<file path="config.mk">
export PLATFORM = sky130hd
export DESIGN_NAME = friet_perm_axi4_lite
export DESIGN_NICKNAME = d
export VERILOG_FILES = /design/src/rtl/friet_perm_axi4_lite.sv
export SDC_FILE = /design/constraint.sdc
export NUM_CORES = 1
export LEC_CHECK = 0
export CORE_MARGIN = 3
export CORE_UTILIZATION = 30
export CTS_BUF_LIST = sky130_fd_sc_hd__clkbuf_16
export CTS_CLUSTER_DIAMETER = 30
export DETAILED_ROUTE_END_ITERATION = 8
export PLACE_DENSITY = 0.53
export SLEW_MARGIN = 20
export SYNTH_ARGS = -nofsm -noshare
export SYNTH_HDL_FRONTEND = slang
export SYNTH_SLANG_ARGS = --single-unit
</file>
<file path="constraint.sdc">
create_clock -name aclk -period 2.37 [get_ports aclk]
set_clock_uncertainty 0.1 [all_clocks]
set_input_delay 0.474 -clock aclk [delete_from_list [all_inputs] [get_ports aclk]]
set_output_delay 0.474 -clock aclk [all_outputs]
set_load 0.005 [all_outputs]
</file>
<file path="src/rtl/friet_perm_axi4_lite.sv">
// friet_perm_axi4_lite: AXI4-Lite slave wrapping the 24-round Friet-PC permutation (optional FRIET_CYCLE_COUNTER_EN)
module friet_perm_axi4_lite #(
  parameter int COMBINATIONAL_ROUNDS = 1
) (
  input  logic        aclk,
  input  logic        aresetn,
  input  logic [3:0]  s_axi_awaddr,
  input  logic [2:0]  s_axi_awprot,
  input  logic        s_axi_awvalid,
  output logic        s_axi_awready,
  input  logic [31:0] s_axi_wdata,
  input  logic [3:0]  s_axi_wstrb,
  input  logic        s_axi_wvalid,
  output logic        s_axi_wready,
  output logic [1:0]  s_axi_bresp,
  output logic        s_axi_bvalid,
  input  logic        s_axi_bready,
  input  logic [3:0]  s_axi_araddr,
  input  logic [2:0]  s_axi_arprot,
  input  logic        s_axi_arvalid,
  output logic        s_axi_arready,
  output logic [31:0] s_axi_rdata,
  output logic [1:0]  s_axi_rresp,
  output logic        s_axi_rvalid,
  input  logic        s_axi_rready
);
  localparam int CR = COMBINATIONAL_ROUNDS;
  localparam logic [31:0] RC [24] = '{
    32'h1111, 32'h11100000, 32'h1101, 32'h10100000, 32'h0101, 32'h10110000,
    32'h0110, 32'h11000000, 32'h1001, 32'h00100000, 32'h0100, 32'h00110000,
    32'h1110, 32'h10000000, 32'h0111, 32'h11110000, 32'h1010, 32'h01100000,
    32'h1011, 32'h11010000, 32'h0011, 32'h01000000, 32'h0100, 32'h11100000};
  typedef enum logic {IDLE, RUN} state_t;
  state_t state_q, state_d;
  logic [383:0] s, s_perm;
  logic [4:0] rnd;
  logic [31:0] rd_mux, reg_c;
  logic busy, last, wr_acc, rd_acc, start;
  logic [1:0] waddr, raddr;
  logic unused_ok;
  function automatic logic [127:0] rol(input logic [127:0] x, input int n);
    return (x << n) | (x >> (128 - n));
  endfunction
  function automatic logic [383:0] round_f(input logic [383:0] x, input logic [4:0] i);
    logic [127:0] a, b, c;
    a = x[127:0];
    b = x[255:128];
    c = x[383:256];
    c ^= {96'b0, RC[i]};
    {a, b, c} = {a ^ b ^ c, c, a};
    b ^= rol(c, 1);
    c ^= rol(b, 80);
    {a, b, c} = {b, a, a ^ b ^ c};
    a ^= rol(b, 36) & rol(c, 67);
    return {c, b, a};
  endfunction
  assign busy = state_q == RUN;
  assign last = rnd == 5'(24 - CR);
  assign waddr = s_axi_awaddr[3:2];
  assign raddr = s_axi_araddr[3:2];
  assign wr_acc = aresetn & s_axi_awvalid & s_axi_wvalid & ~s_axi_bvalid & ~busy;
  assign s_axi_arready = aresetn & ~busy & ~s_axi_rvalid;
  assign rd_acc = s_axi_arvalid & s_axi_arready;
  assign start = wr_acc & (waddr == 2'd2) & s_axi_wdata[0];
  assign s_axi_awready = wr_acc;
  assign s_axi_wready = wr_acc;
  assign s_axi_bresp = 2'b00;
  assign s_axi_rresp = 2'b00;
  assign unused_ok = ^{s_axi_awprot, s_axi_wstrb, s_axi_arprot, s_axi_awaddr[1:0], s_axi_araddr[1:0]};
`ifdef FRIET_CYCLE_COUNTER_EN
  logic [31:0] cyc;
  // counts busy cycles of the most recent permutation
  always_ff @(posedge aclk)
    if (!aresetn) cyc <= '0;
    else if (start) cyc <= '0;
    else if (busy) cyc <= cyc + 32'd1;
  assign reg_c = cyc;
`else
  assign reg_c = '0;
`endif
  // unrolled rounds applied in one clock, starting at the current round index
  always_comb begin
    s_perm = s;
    for (int k = 0; k < CR; k++) s_perm = round_f(s_perm, rnd + 5'(k));
  end
  // read data selection by address
  always_comb
    rd_mux = raddr == 2'd0 ? s[31:0] : raddr == 2'd2 ? {31'b0, busy} : raddr == 2'd3 ? reg_c : 32'b0;
  // idle/run next state
  always_comb
    state_d = state_q == IDLE ? (start ? RUN : IDLE) : (last ? IDLE : RUN);
  // state register
  always_ff @(posedge aclk)
    if (!aresetn) state_q <= IDLE;
    else state_q <= state_d;
  // datapath, round counter and AXI response registers
  always_ff @(posedge aclk)
    if (!aresetn) begin
      s <= '0;
      rnd <= '0;
      s_axi_bvalid <= 1'b0;
      s_axi_rvalid <= 1'b0;
      s_axi_rdata <= '0;
    end else begin
      if (busy) s <= s_perm;
      else if (wr_acc && waddr == 2'd1) s <= {s_axi_wdata, s[383:32]};
      else if (rd_acc && raddr == 2'd0) s <= {s[31:0], s[383:32]};
      rnd <= busy && !last ? rnd + 5'(CR) : 5'd0;
      s_axi_bvalid <= wr_acc | (s_axi_bvalid & ~s_axi_bready);
      s_axi_rvalid <= rd_acc | (s_axi_rvalid & ~s_axi_rready);
      if (rd_acc) s_axi_rdata <= rd_mux;
    end
endmodule

</file>
# Word-level counts from Yosys, hierarchy flattened

Memory sizes are Yosys's and may differ from the RTL's.
Cells that the tools add are included.

Flip-flop bits (word level): 424
Memory bits (read-only): 1,024
Input port bits: 57
Output and inout bits: 41
Logic and storage cells: 62
Memories: 1

Memories:

| name            | depth | width | rd ports | clocked after Yosys merged registers in | write ports | RTL line | source |
|---|---|---|---|---|---|---|---|
| (no name shown) | 32    | 32    | 1        | 0                                       | 0           | 49       | `c ^= {96'b0, RC[i]};` |

Add/sub/neg operators: 1
$lt $le $gt $ge: 1
Equal/unequal tests: 4
Mux-type cells: 10
Bitwise operators: 32
Reductions and logical operators: 7

Operators by type and width:

| operator                                            | number |
|---|---|
| two-way mux 384 bit                                 | 3 |
| XOR 128 bit                                         | 7 |
| bitwise AND 128 bit                                 | 1 |
| OR 128 x 1 -> 128 bit                               | 1 |
| OR 128 x 36 -> 128 bit                              | 1 |
| OR 128 x 67 -> 128 bit                              | 1 |
| OR 128 x 80 -> 128 bit                              | 1 |
| XOR 128 x 32 -> 128 bit                             | 1 |
| two-way mux 32 bit                                  | 3 |
| bitwise AND 1 bit                                   | 11 |
| >= comparator 6 bit, second input constant          | 1 |
| NOT 5 -> 6 bit                                      | 1 |
| adder 5 x 1 -> 5 bit, second input constant         | 1 |
| equality test 5 bit, second input constant          | 1 |
| NOT 1 bit                                           | 5 |
| equality test 2 bit, second input constant          | 2 |
| two-way mux 1 bit                                   | 4 |
| logical AND 1 bit                                   | 3 |
| nonzero test 3 bit                                  | 1 |
| equality test 2 x 1 -> 1 bit, second input constant | 1 |
| logical NOT 2 bit                                   | 1 |
| OR 1 bit                                            | 2 |
| AND reduction 2 bit                                 | 1 |
| logical NOT 1 bit                                   | 1 |

# Logic depth before layout (Yosys ltp)

Word-level depth: 13
Gate-level depth with buffers: 13
Depth with buffers taken out: 9

# Worst setup path before layout

OpenSTA, ideal clock, no wires.

Path type: input to register
From: input port aresetn
To: register s[51]
Library setup time: 0.128 ns
Data arrival time: 2.227 ns
Required time: 2.142 ns
Setup slack: -0.085 ns
Cell stages on the path: 11
Buffers on the path: 4
Cell sequence: buf_2 > nand2b_1 > or4_1 > and2_1 > buf_2 > clkbuf_1 > clkbuf_1 > nand2_1 > a21oi_1 > a21oi_1 > nor2_1

Cells in the longest elaborated chain, start to end: 7
Elaborated cells on any way between the ends: 12
Classes of those cells: 2 x mux; 7 x bitwise; 3 x reduce/logical

RTL lines:

| what                           | RTL line | source |
|---|---|---|
| start: declaration             | 6        | `input logic aresetn,` |
| bitwise AND 1 bit (4 in a row) | 61       | `assign wr_acc = aresetn & s_axi_awvalid & s_axi_wvalid & ~s_axi_bvalid & ~busy;` |
| logical AND 1 bit              | 106      | `else if (wr_acc && waddr == 2'd1) s <= {s_axi_wdata, s[383:32]};` |
| two-way mux 384 bit            | 106      |  |
| two-way mux 384 bit            | 105      | `if (busy) s <= s_perm;` |
| end signal: assignment         | 105      |  |
| end signal: assignment         | 106      |  |
| end signal: assignment         | 107      | `else if (rd_acc && raddr == 2'd0) s <= {s[31:0], s[383:32]};` |
| end: declaration               | 35       | `logic [383:0] s, s_perm;` |

Several ways; a longest one is shown, not always the timed one.
A chain may end at the register's enable or synchronous reset.

# Worst setup path after layout

From: register rnd[0]
To: register s[60]

Cells in the longest elaborated chain, start to end: 10

RTL lines:

| what                                                  | RTL line | source |
|---|---|---|
| start: declaration                                    | 36       | `logic [4:0] rnd;` |
| start signal: assignment                              | 108      | `rnd <= busy && !last ? rnd + 5'(CR) : 5'd0;` |
| NOT 5 -> 6 bit (not written as such)                  | 49       |  |
| memory read (32 x 32 bit)                             | n/a      |  |
| two-way mux 32 bit (not written as such) (2 in a row) | 49       |  |
| XOR 128 x 32 -> 128 bit                               | 49       |  |
| XOR 128 bit                                           | 50       | `{a, b, c} = {a ^ b ^ c, c, a};` |
| OR 128 x 36 -> 128 bit                                | 42       | `return (x << n) \| (x >> (128 - n));` |
| bitwise AND 128 bit                                   | 54       | `a ^= rol(b, 36) & rol(c, 67);` |
| XOR 128 bit                                           | 54       |  |
| two-way mux 384 bit                                   | 105      |  |

Every way passes these cells. The select of a mux whose other input is x is not followed.

==> report_table.html <==
<table>
<tr><th>Metric</th><th>Value</th></tr>
<tr><th colspan="2">Pwr</th></tr>
<tr><td>Leakage power of the design</td><td>12.66 nW</td></tr>
<tr><td>Cell Pwr Density</td><td>759.5 mW/mm2</td></tr>
<tr><td>Power consumption</td><td>approximately 27 mW</td></tr>
<tr><td>Max IR drop VDD</td><td>around 0.00057 V</td></tr>
<tr><th colspan="2">Status</th></tr>
<tr><td>Violated checks</td><td>negative setup slack</td></tr>
<tr><td>Status</td><td>finished with violations</td></tr>
<tr><th colspan="2">Drt</th></tr>
<tr><td>Wire length reported by the detailed router</td><td>114.8 mm</td></tr>
<tr><td>TritonRoute pass-1 iters</td><td>5</td></tr>
<tr><td>Post-detailed-route wirelength per cell</td><td>23.26 um</td></tr>
<tr><td>Total via count after detailed routing</td><td>26270</td></tr>
<tr><td>Via density per instance</td><td>5.321</td></tr>
<tr><td>Total DRC errors in the routed layout</td><td>0</td></tr>
<tr><td>Remaining number of nets flagged by the antenna check after routing</td><td>0</td></tr>
<tr><td>Iteration-0 DRC count of the detailed router</td><td>2769</td></tr>
<tr><th colspan="2">Finish</th></tr>
<tr><td>Layout filler cell count</td><td>between 8000 and 9000</td></tr>
<tr><td>Share of cells above drive strength 1</td><td>0.1695</td></tr>
<tr><td>Number of antenna cells inserted</td><td>0</td></tr>
<tr><td>Multi-input logic area</td><td>0.01691 mm2</td></tr>
<tr><td>Final core utilization</td><td>0.4065</td></tr>
<tr><td>Reg area</td><td>between 0.008 and 0.009 mm2</td></tr>
<tr><td>Area growth, synth to finish</td><td>34.00%</td></tr>
<tr><td>NumNets Final</td><td>3743</td></tr>
<tr><th colspan="2">Place</th></tr>
<tr><td>Half-perimeter wire length after detailed placement</td><td>83.86 mm</td></tr>
<tr><td>Setup Slack @ Placement</td><td>-0.5291 ns</td></tr>
<tr><td>Final Wtd Congestion</td><td>0.9166</td></tr>
<tr><td>PortBufs</td><td>between 70 and 80</td></tr>
<tr><th colspan="2">Global routing</th></tr>
<tr><td>Antenna violations before repair</td><td>3</td></tr>
<tr><td>Vias in the first global route</td><td>24360</td></tr>
<tr><td>Global-route wire length before repair</td><td>~170 mm</td></tr>
<tr><td>Largest net degree at the start of global routing</td><td>roughly 130</td></tr>
<tr><td>Overall overflow remaining after global route</td><td>0</td></tr>
<tr><td>All-layer global routing usage</td><td>0.2434</td></tr>
<tr><th colspan="2">Setup path</th></tr>
<tr><td>Worst stage delay on the critical path</td><td>between 0.3 and 0.4 ns</td></tr>
<tr><td>Required arrival time at the worst endpoint</td><td>2.82 ns</td></tr>
<tr><td>Cell-by-cell listing of the critical path</td><td>buf_6 -&gt; ha_4 -&gt; ha_4 -&gt; buf_6 -&gt; a22o_1 -&gt; a221o_1 -&gt; buf_12 -&gt; xnor2_4 -&gt; nor2_1 -&gt; buf_4 -&gt; xor2_2 -&gt; a21oi_2</td></tr>
<tr><td>Category of the most critical setup path</td><td>reg2reg</td></tr>
<tr><td>Flop-to-flop setup slack</td><td>-0.12 ns</td></tr>
<tr><td>Standard cell with the maximum stage delay on the critical path</td><td>sky130_fd_sc_hd__dfxtp_4</td></tr>
<tr><td>Critical Path Source Type</td><td>register</td></tr>
<tr><td>Arrival time at the worst endpoint</td><td>2.94 ns</td></tr>
<tr><td>Worst Setup End Kind</td><td>register</td></tr>
<tr><td>Largest driver fanout on the critical path</td><td>4</td></tr>
<tr><th colspan="2">Yosys</th></tr>
<tr><td>Sequential element share of the synthesized area</td><td>0.3220</td></tr>
<tr><td>Dominant cells by area after synthesis</td><td>sky130_fd_sc_hd__dfxtp_1, sky130_fd_sc_hd__xnor2_1, sky130_fd_sc_hd__nand2_1</td></tr>
<tr><td>Syn Inst Count</td><td>between 3000 and 4000</td></tr>
<tr><td>Leading cell type by number of instances after synthesis</td><td>sky130_fd_sc_hd__nand2_1</td></tr>
<tr><td>YS warnings</td><td>0</td></tr>
<tr><td>Count of cell types in the netlist</td><td>51</td></tr>
<tr><td>Top-area cell type share of the netlist area</td><td>0.3220</td></tr>
<tr><td>Post-synth EDFFs</td><td>0</td></tr>
<tr><td>Average instance area after synthesis</td><td>7.661 um2</td></tr>
<tr><td>Most used DFF post-synth</td><td>sky130_fd_sc_hd__dfxtp_1</td></tr>
<tr><td>Area of the mapped netlist</td><td>0.02636 mm2</td></tr>
<tr><td>Post-synthesis async set-or-reset flop share</td><td>0</td></tr>
<tr><td>Leading post-synthesis cells by instance count</td><td>sky130_fd_sc_hd__nand2_1, sky130_fd_sc_hd__xnor2_1, sky130_fd_sc_hd__dfxtp_1</td></tr>
<tr><td>Post-synth top area cell</td><td>sky130_fd_sc_hd__dfxtp_1</td></tr>
<tr><td>Number of register bits inferred by synthesis</td><td>424</td></tr>
<tr><th colspan="2">STA</th></tr>
<tr><td>Number of max-slew violations in the final report</td><td>0</td></tr>
<tr><td>Crit path setup slack, layout</td><td>-0.1187 ns</td></tr>
<tr><td>Period utilisation layout</td><td>1.050</td></tr>
<tr><td>Minimum clock period after layout</td><td>around 2.5 ns</td></tr>
<tr><td>Highest attainable clock frequency</td><td>401.8 MHz</td></tr>
<tr><td>Unrepaired setup endpoints after global routing</td><td>yes</td></tr>
<tr><td>Count of final hold-check violations</td><td>0</td></tr>
<tr><td>Number of endpoints failing setup at the final stage</td><td>9</td></tr>
<tr><td>Worst-case headroom to the max-slew limit</td><td>0.4010</td></tr>
<tr><td>Transition time of the tightest slew-check pin</td><td>0.8920 ns</td></tr>
<tr><th colspan="2">Clock tree</th></tr>
<tr><td>Clock-pin slew on the worst setup and hold paths</td><td>0.04 ns</td></tr>
<tr><td>Clock H-tree levels</td><td>4</td></tr>
<tr><td>Clock Root Buffer</td><td>sky130_fd_sc_hd__clkbuf_16</td></tr>
<tr><td>CTS Buf Count</td><td>132</td></tr>
<tr><td>Clk_lat worst skew</td><td>0.70 ns</td></tr>
<tr><td>Number of clock sinks</td><td>roughly 420</td></tr>
<tr><td>Cts-stage hold buffer count</td><td>0</td></tr>
<tr><td>CTS tree</td><td>done</td></tr>
<tr><td>Max Root-Sink Buffers</td><td>3</td></tr>
<tr><th colspan="2">Floorplanning</th></tr>
<tr><td>Boundary pin count</td><td>98</td></tr>
<tr><td>Effective utilization at floorplan</td><td>0.3034</td></tr>
<tr><td>Die height</td><td>302.4 um</td></tr>
<tr><td>Core box area</td><td>0.08689 mm2</td></tr>
<tr><td>Chip width</td><td>302.4 um</td></tr>
<tr><td>FP Rows</td><td>108</td></tr>
<tr><td>Area enclosed by the die boundary</td><td>0.09146 mm2</td></tr>
<tr><th colspan="2">Min path</th></tr>
<tr><td>Hold Crit Class</td><td>in2reg</td></tr>
<tr><th colspan="2">Job</th></tr>
<tr><td>Number of maximum-capacitance constraint violations</td><td>0</td></tr>
</table>
-- through the flow --
| step | instances | TNS (ns) | hold WS (ns) | instance area (um2) |
|---|---|---|---|---|
| 2_1_floorplan | 3444 | 0 | 0.3527 | 26390 |
| 3_3_place_gp | 4680 | -146.96 | 0.3406 | 30390 |
| 3_5_place_dp | 4680 | -159.94 | 0.3474 | 30390 |
| 4_1_cts | 4920 | -0.6830 | 0.2140 | 34790 |
| 5_1_grt | 4937 | -1.592 | 0.2650 | 35320 |
| 6_report | 4937 | -0.5539 | 0.2502 | 35320 |
-- worst paths after layout --
| check | from | end | depth (start not counted) |
|---|---|---|---|
| worst max-delay path | rnd[0] | s[60] | 12 |
| worst min register to register | s_axi_rdata[24] | s_axi_rdata[24] | 2 |
| worst max register to register | rnd[0] | s[60] | 12 |
| worst min-delay path | s_axi_awaddr[3] | busy | 3 |
-- layout make-up --
cell class,count,area share
Multi-Input combinational cell,2658,0.4788
Clock inverter,101,0.02108
Inverter,8,0.001275
Timing Repair Buffer,456,0.1216
Tap cell,1155,0.04091
Sequential cell,424,0.2407
Clock buffer,135,0.09564
-- state kept, by name, indices dropped and copies added (netlist names) --
| signal | cells |
|---|---|
| s | 384 |
| s_axi_bvalid | 1 |
| rnd | 5 |
| busy | 1 |
| s_axi_rdata | 32 |
| s_axi_rvalid | 1 |
-- critical path: cells and delay by family (launching register included) --
family | cells | cell delay, ns
compound gates | 3 | 0.59
buf+inv | 4 | 0.55
flops | 1 | 0.35
fa+ha+maj | 2 | 0.32
xor+xnor | 2 | 0.31
simple gates | 1 | 0.11
-- where the power goes --
| part | internal [mW] | switching (mW) | total (mW) |
|---|---|---|---|
| combinational | 1.20 | 1.69 | 2.89 |
| clock | 11.2 | 5.10 | 16.3 |
| sequential | 7.35 | 0.291 | 7.64 |
-- repair_timing --
item | in CTS | in global routing
pin swaps | 28 | 31
cloned | 0 | 7
buffers inserted | 6 | 11
endpoints found under the setup margin | 26 | 40
resized for setup | 63 | 51
-- cells by family after synthesis --
family / synth area share
simple gates: 0.2129
compound gates: 0.1648
xor+xnor: 0.2385
fa+ha+maj: 0.002848
mux: 0.003987
buf+inv: 0.05477
flops: 0.3220
other cells: 0.0001423
-- placed cells by master, fill, tap and decap left out, types with 142 or more instances in the layout --
cell / count
sky130_fd_sc_hd__xnor2_1: 489
sky130_fd_sc_hd__a21oi_1: 175
sky130_fd_sc_hd__dfxtp_1: 418
sky130_fd_sc_hd__a211oi_1: 204
sky130_fd_sc_hd__clkbuf_16: 142
sky130_fd_sc_hd__buf_4: 320
sky130_fd_sc_hd__xor2_1: 193
sky130_fd_sc_hd__nor2_1: 182
sky130_fd_sc_hd__and3_1: 214
sky130_fd_sc_hd__nand2_1: 771
-- per-layer routing --
layer	global-route usage	routed length, um	up-vias
li1	-	-	12170
met1	0.3384	50400	12750
met2	0.3718	50500	1132
met3	0.04186	9224	219
met4	0.1014	4678	6
met5	0	42	-
No activity file was read; power rests on OpenSTA's default activity.
